`src/rtl/lsu_data_access.sv`:
```
// Memory-stage load/store unit: turns the MEM-stage effective address into one
// or two aligned req/gnt/rvalid bus beats and returns extended load data.
`timescale 1ns/1ps
module lsu_data_access #(
  parameter int unsigned       XLEN             = 64,
  parameter int unsigned       ADDR_W           = 32,
  parameter logic [ADDR_W-1:0] RESET_ADDR       = ADDR_W'(32'h8000_0000),
  parameter bit                SPLIT_MISALIGNED = 1'b1
) (
  input  logic              clk,
  input  logic              rst_n,
  input  logic              mem_valid,
  input  logic              mem_we,
  input  logic [1:0]        mem_size,
  input  logic              mem_unsigned,
  input  logic [XLEN-1:0]   alu_res,
  input  logic [XLEN-1:0]   store_data,
  input  logic              flush_mem,
  input  logic              cancel_instr_mem,
  output logic              bus_req,
  input  logic              bus_gnt,
  output logic              bus_we,
  output logic [ADDR_W-1:0] bus_addr,
  output logic [XLEN-1:0]   bus_wdata,
  output logic [XLEN/8-1:0] bus_wstrb,
  input  logic              bus_rvalid,
  input  logic [XLEN-1:0]   bus_rdata,
  output logic              mem_stall,
  output logic [XLEN-1:0]   load_data,
  output logic              load_valid,
  output logic              store_done,
  output logic              misalign_exc
);

  localparam int unsigned W    = XLEN / 8;
  localparam int unsigned OFFW = $clog2(W);

  typedef enum logic [2:0] {
    S_IDLE, S_REQ0, S_WAIT0, S_REQ1, S_WAIT1, S_DONE, S_DRAIN
  } state_t;

  state_t state, state_n;

  logic [ADDR_W-1:0] addr_q;
  logic [OFFW-1:0]   off_q;
  logic [1:0]        size_q;
  logic              we_q;
  logic              uns_q;
  logic              cross_q;
  logic [XLEN-1:0]   sdata_q;
  logic [XLEN-1:0]   beat0_q;
  logic [XLEN-1:0]   beat1_q;

  logic              kill;
  logic              accept;
  logic [OFFW-1:0]   off_in;
  logic [3:0]        n_in;
  logic              cross_in;
  logic              exc_in;

  // Accept-time decode of the incoming access
  assign kill     = flush_mem | cancel_instr_mem;
  assign accept   = (state == S_IDLE) && mem_valid && !kill;
  assign off_in   = alu_res[OFFW-1:0];
  assign n_in     = 4'd1 << mem_size;
  assign cross_in = (5'(off_in) + 5'(n_in)) > 5'(W);
  assign exc_in   = ((mem_size == 2'd3) && (XLEN == 32)) ||
                    (!SPLIT_MISALIGNED && ((4'(off_in) & (n_in - 4'd1)) != 4'd0));

  // Lane placement: beat 0 takes the low half, beat 1 the spill-over
  logic [7:0]          mask8;
  logic [2*W-1:0]      strb2;
  logic [2*XLEN-1:0]   wdata2;
  logic [ADDR_W-1:0]   base_addr;
  logic                in_req;
  logic                second;

  always_comb begin
    mask8 = 8'h01;
    unique case (size_q)
      2'd0: mask8 = 8'h01;
      2'd1: mask8 = 8'h03;
      2'd2: mask8 = 8'h0F;
      2'd3: mask8 = 8'hFF;
    endcase
  end

  assign strb2     = {{W{1'b0}}, W'(mask8)} << off_q;
  assign wdata2    = {{XLEN{1'b0}}, sdata_q} << {off_q, 3'b000};
  assign base_addr = {addr_q[ADDR_W-1:OFFW], {OFFW{1'b0}}};
  assign in_req    = (state == S_REQ0) || (state == S_REQ1);
  assign second    = (state == S_REQ1) || (state == S_WAIT1);

  // A request may be withdrawn on flush unless it is granted the same cycle
  assign bus_req   = in_req && !(kill && !bus_gnt);
  assign bus_we    = bus_req && we_q;
  assign mem_stall = accept ||
                     (state inside {S_REQ0, S_WAIT0, S_REQ1, S_WAIT1, S_DRAIN});

  always_comb begin
    bus_addr  = RESET_ADDR;
    bus_wdata = '0;
    bus_wstrb = '0;
    if (state inside {S_REQ0, S_WAIT0}) begin
      bus_addr = base_addr;
    end else if (second) begin
      bus_addr = base_addr + ADDR_W'(W);
    end
    if (bus_req && we_q) begin
      bus_wdata = second ? wdata2[2*XLEN-1:XLEN] : wdata2[XLEN-1:0];
      bus_wstrb = second ? strb2[2*W-1:W] : strb2[W-1:0];
    end
  end

  // Next-state logic
  always_comb begin
    state_n = state;
    unique case (state)
      S_IDLE: begin
        if (accept) begin
          state_n = exc_in ? S_DONE : S_REQ0;
        end
      end
      S_REQ0: begin
        if (kill) begin
          state_n = bus_gnt ? S_DRAIN : S_IDLE;
        end else if (bus_gnt) begin
          state_n = S_WAIT0;
        end
      end
      S_WAIT0: begin
        if (kill) begin
          state_n = bus_rvalid ? S_IDLE : S_DRAIN;
        end else if (bus_rvalid) begin
          state_n = cross_q ? S_REQ1 : S_DONE;
        end
      end
      S_REQ1: begin
        if (kill) begin
          state_n = bus_gnt ? S_DRAIN : S_IDLE;
        end else if (bus_gnt) begin
          state_n = S_WAIT1;
        end
      end
      S_WAIT1: begin
        if (kill) begin
          state_n = bus_rvalid ? S_IDLE : S_DRAIN;
        end else if (bus_rvalid) begin
          state_n = S_DONE;
        end
      end
      S_DONE: state_n = S_IDLE;
      S_DRAIN: begin
        if (bus_rvalid) begin
          state_n = S_IDLE;
        end
      end
      default: state_n = S_IDLE;
    endcase
  end

  always_ff @(posedge clk or negedge rst_n) begin
    if (!rst_n) begin
      state <= S_IDLE;
    end else begin
      state <= state_n;
    end
  end

  // Load assembly: the completing beat is taken straight from the bus
  logic [XLEN-1:0]   asm_b0;
  logic [XLEN-1:0]   asm_b1;
  logic [2*XLEN-1:0] asm_sh;
  logic [XLEN-1:0]   asm_v;
  logic              asm_sgn;
  int unsigned       asm_bits;
  logic [XLEN-1:0]   load_asm;

  assign asm_b0 = (state == S_WAIT0) ? bus_rdata : beat0_q;
  assign asm_b1 = (state == S_WAIT1) ? bus_rdata : beat1_q;
  assign asm_sh = {asm_b1, asm_b0} >> {off_q, 3'b000};
  assign asm_v  = asm_sh[XLEN-1:0];

  always_comb begin
    asm_sgn  = asm_v[7];
    asm_bits = 8;
    unique case (size_q)
      2'd0: begin asm_sgn = asm_v[7];      asm_bits = 8;    end
      2'd1: begin asm_sgn = asm_v[15];     asm_bits = 16;   end
      2'd2: begin asm_sgn = asm_v[31];     asm_bits = 32;   end
      2'd3: begin asm_sgn = asm_v[XLEN-1]; asm_bits = XLEN; end
    endcase
    load_asm = '0;
    for (int unsigned i = 0; i < XLEN; i++) begin
      load_asm[i] = (i < asm_bits) ? asm_v[i] : (asm_sgn & !uns_q);
    end
  end

  // Access latch, beat buffers and completion pulses
  always_ff @(posedge clk or negedge rst_n) begin
    if (!rst_n) begin
      addr_q       <= '0;
      off_q        <= '0;
      size_q       <= '0;
      we_q         <= 1'b0;
      uns_q        <= 1'b0;
      cross_q      <= 1'b0;
      sdata_q      <= '0;
      beat0_q      <= '0;
      beat1_q      <= '0;
      load_data    <= '0;
      load_valid   <= 1'b0;
      store_done   <= 1'b0;
      misalign_exc <= 1'b0;
    end else begin
      load_valid   <= 1'b0;
      store_done   <= 1'b0;
      misalign_exc <= 1'b0;
      if (accept) begin
        addr_q  <= alu_res[ADDR_W-1:0];
        off_q   <= off_in;
        size_q  <= mem_size;
        we_q    <= mem_we;
        uns_q   <= mem_unsigned;
        cross_q <= cross_in;
        sdata_q <= store_data;
        beat0_q <= '0;
        beat1_q <= '0;
      end
      if ((state == S_WAIT0) && bus_rvalid) begin
        beat0_q <= bus_rdata;
      end
      if ((state == S_WAIT1) && bus_rvalid) begin
        beat1_q <= bus_rdata;
      end
      if ((state_n == S_DONE) && (state != S_DONE)) begin
        if (state == S_IDLE) begin
          misalign_exc <= 1'b1;
        end else if (we_q) begin
          store_done <= 1'b1;
        end else begin
          load_valid <= 1'b1;
          load_data  <= load_asm;
        end
      end
    end
  end

endmodule

```
`config.mk`:
```
export PLATFORM = sky130hd
export DESIGN_NAME = lsu_data_access
export DESIGN_NICKNAME = d
export VERILOG_FILES = /design/src/rtl/lsu_data_access.sv
export SDC_FILE = /design/constraint.sdc
export NUM_CORES = 1
export LEC_CHECK = 0
export ABC_AREA = 0
export CAP_MARGIN = 20
export CORE_ASPECT_RATIO = 0.8
export CORE_MARGIN = 5
export CORE_UTILIZATION = 57
export DETAILED_ROUTE_END_ITERATION = 10
export HOLD_SLACK_MARGIN = 0.02
export PLACE_DENSITY = 0.95
export SLEW_MARGIN = 20
export SYNTH_ARGS = -nofsm -noshare
export SYNTH_HDL_FRONTEND = slang
export SYNTH_SLANG_ARGS = --single-unit
export TNS_END_PERCENT = 10
```
`constraint.sdc`:
```
create_clock -name clk -period 5.1 [get_ports clk]
set_input_delay 1.02 -clock clk [delete_from_list [all_inputs] [get_ports clk]]
set_output_delay 1.02 -clock clk [all_outputs]
set_load 0.1 [all_outputs]
```
==> impl_metrics.ini <==
[status]
outcome = finished, final reports clean

[sta]
slew-limit-headroom_pct = 26.1
hold_violations = 0
grt_setup_unrepaired = false
fin_setup_tns_ns = 0
fin_skew_ns = 0.0239
fin_crit_sh_pct = 90.3
setup_violations = 0
tightest_slew_ns = 1.10
hold_ws_ns = 0.473
period_needed_ns = 4.60
slew_violations = 0
max_freq_ghz = 0.217

[global_route]
grt_max_degree = 103
grt_overflow = 0
grt_pass1_vias = 17400
grt_use_total_pct = 37.0
antenna_found_initial = 16
grt_pass1_wl_mm = 108

[critical_path]
reg2reg_slack_ns = 1.04
r2r_start = state[0]
crit_path_frequent_cell = nor2_1
crit_slowest_cell = clkdlybuf4s50_1
start_kind = flip-flop
crit_required_ns = 4.08
slowest_delay_ns = 1.14
ff2ff_path_depth = 8
path_class = reg -> out
worstPathArrival_ns = 3.58
r2r-end = load_data[17]
cp_top_family = buffers and inverters
crit_buf_inv = 1
cp-end-kind = primary output
cp_max_fo = 19
worstPathCellList = xnor2_1 > o211ai_1 > nor2_1 > nand3_1 > xor2_1 > nor2_1 > clkdlybuf4s50_1

[cts]
clock_latency_ns = 0.59
clockRootBuffer = clkbuf_16
clkTransAtPathRegs_ns = 0.06
cts_made_buffers = 31
htreeDepth = 1
cts_setup_buffers = 0
cts_tree = yes
ctsHoldBuffers = 0
cts_sinks = 291
post_cts_resized = 0
clockBufferDepth = 3

[synth]
synthSimpleGateAreaFrac_pct = 17.0
synth_area_leaders = dfrtp_1 (38%), mux2i_1 (12%), nand2_1 (9.0%)
synthFlopType = dfrtp_1
synth_top_family_by_area = multiplexers
postSynthAreaPerCell_um2 = 9.18
ys_types = 68
synth-edff-count = 0
synth.area.mux_share_pct = 18.9
synth-seq-area-share_pct = 38.5
synth-compound-area-share_pct = 18.7
synthTopCellsByCount = nand2_1 (452), dfrtp_1 (291), mux2i_1 (224)
synth-adder-area-share_pct = 0.370
yosysTopAreaCell = dfrtp_1
synth_top_area_share_pct = 38.5
ys_ff_latch = 291
synth-xor-area-share_pct = 1.53
synth.most_common_cell = nand2_1
netlist_area_um2 = 18900
syn_inst = 2062
yosys_warnings = 0
synthArstFlopShare_pct = 100

[power]
p_leak_nw = 11.1
powerDensity_nw_per_um2 = 736
ir_drop_mv = 0.922

[placement]
gp_congestion = 1.00
io_buffer_count = 341
postPlaceCellArea_um2 = 23000
hpwl_mm = 50.6

[detailed_routing]
dr.max_layer_used = met5
wl_met1_mm = 28.5
wl_met3_mm = 10.8
wl_met2_mm = 29.3
drc_errors = 0
via_per_inst = 6.73
routedWlPerCell_um = 25.9
drt_iter0_drc = 3030
finalWirelength_mm = 71.2
first_pass_iters = 8
vias = 18500
antenna_left = 0

[finish]
drive_above_1_share_pct = 13.9
postLayoutCellArea_um2 = 24000
nFillCells = 2298
fin_nets = 2501
syn2layout_area_growth_pct = 26.8

[min_path]
min_path_type = reg -> reg
min_from = load_data[2]
worstHoldPathCells = 1
hold_end = load_data[2]

[floorplanning]
die-area_um2 = 37000
rows = 59
io_pins = 377
start_util_pct = 58.0
die_h_um = 173
core_area_um2 = 32600
die_x_um = 214

[run]
cap_violations = 0
[how the worst max path moves through the flow]
stage,startpoint,to,slack (ns),cells after the start
after CTS,state[0],bus_addr[13],0.51,7
final,state[0],bus_addr[13],0.50,7
after detailed placement,cancel_instr_mem,bus_wdata[56],0.71,10
after global placement,cancel_instr_mem,bus_wdata[58],0.79,10
after global routing,state[0],bus_addr[13],0.31,7
after floorplan,cancel_instr_mem,bus_wstrb[7],0.002,8
[worst reg2reg max path: stages (launching register included)]
cell and delay, ns:
dfrtp_1 0.78, or3b_4 0.28, buf_4 0.76, mux2i_1 0.34, mux2_1 0.40, o211ai_2 0.30
mux2i_1 0.20, nor4_4 0.70, a221o_1 0.23
[logic make-up after synthesis]
logic type | Yosys count
adder cells (fa/ha/maj) | 5
AND/OR/NAND/NOR | 735
buffers and inverters | 208
AO/OA/AOI/OAI | 486
multiplexers | 303
other | 1
flip-flops | 291
XOR/XNOR | 33
[area by class of cell]
class / count / area (um2) / share of cell area, %
inverters: 18 / 73.8 / 0.307
multi-input cells: 1566 / 10900 / 45.3
diodes: 9 / 22.5 / 0.0938
repair buffers: 385 / 4220 / 17.6
flip-flops and latches: 291 / 7290 / 30.4
well taps: 427 / 534 / 2.23
clock inverters: 7 / 113 / 0.469
clock buffers: 45 / 878 / 3.66
[flip-flops by register name (all words and copies together), names as in the netlist, 2 cells and up]
| register | count |
|---|---|
| addr_q | 32 |
| beat0_q | 64 |
| beat1_q | 56 |
| load_data | 64 |
| sdata_q | 64 |
| size_q | 2 |
| state | 3 |
[cells in the final DEF (no fill, tap or decap), types with 10 or more instances in the layout]
master / n
and3_1: 20
xor2_1: 23
o21ai_0: 58
nand3_2: 20
a211oi_1: 43
a22oi_1: 69
dfrtp_1: 288
clkdlybuf4s50_1: 243
clkbuf_16: 31
mux4_2: 40
buf_4: 84
o22ai_1: 15
nand3_1: 29
nor2_1: 124
mux2i_1: 224
nand2_1: 451
a221o_1: 16
nor2b_1: 26
o31ai_1: 13
nor2_4: 10
o21ai_1: 10
inv_1: 15
nor3_1: 10
mux2_2: 30
a22o_1: 127
a21oi_1: 63
buf_12: 57
o211ai_1: 11
[power by group]
group / switching [mW] / internal (mW)
Clock: 0.958 / 1.33
Combinational: 7.18 / 3.63
Sequential: 1.26 / 3.29
Total: 9.40 / 8.25
[routing by layer]
metal,GRT usage [%],up-vias
li1,-,7885
met1,55.5,8993
met2,50.4,1417
met3,13.6,195
met4,9.85,14
met5,0,-
[metrics by stage]
step,power [mW],utilization [%],instances,worst slack (ns)
2_1_floorplan,12.0,-,2065,0.00229
3_3_place_gp,14.7,70.5,2687,0.790
3_5_place_dp,15.0,70.5,2687,0.709
4_1_cts,17.3,73.5,2739,0.513
5_1_grt,18.4,73.6,2748,0.313
6_report,17.7,73.6,2748,0.495
Note: power is estimated with default switching activity, not from simulation.
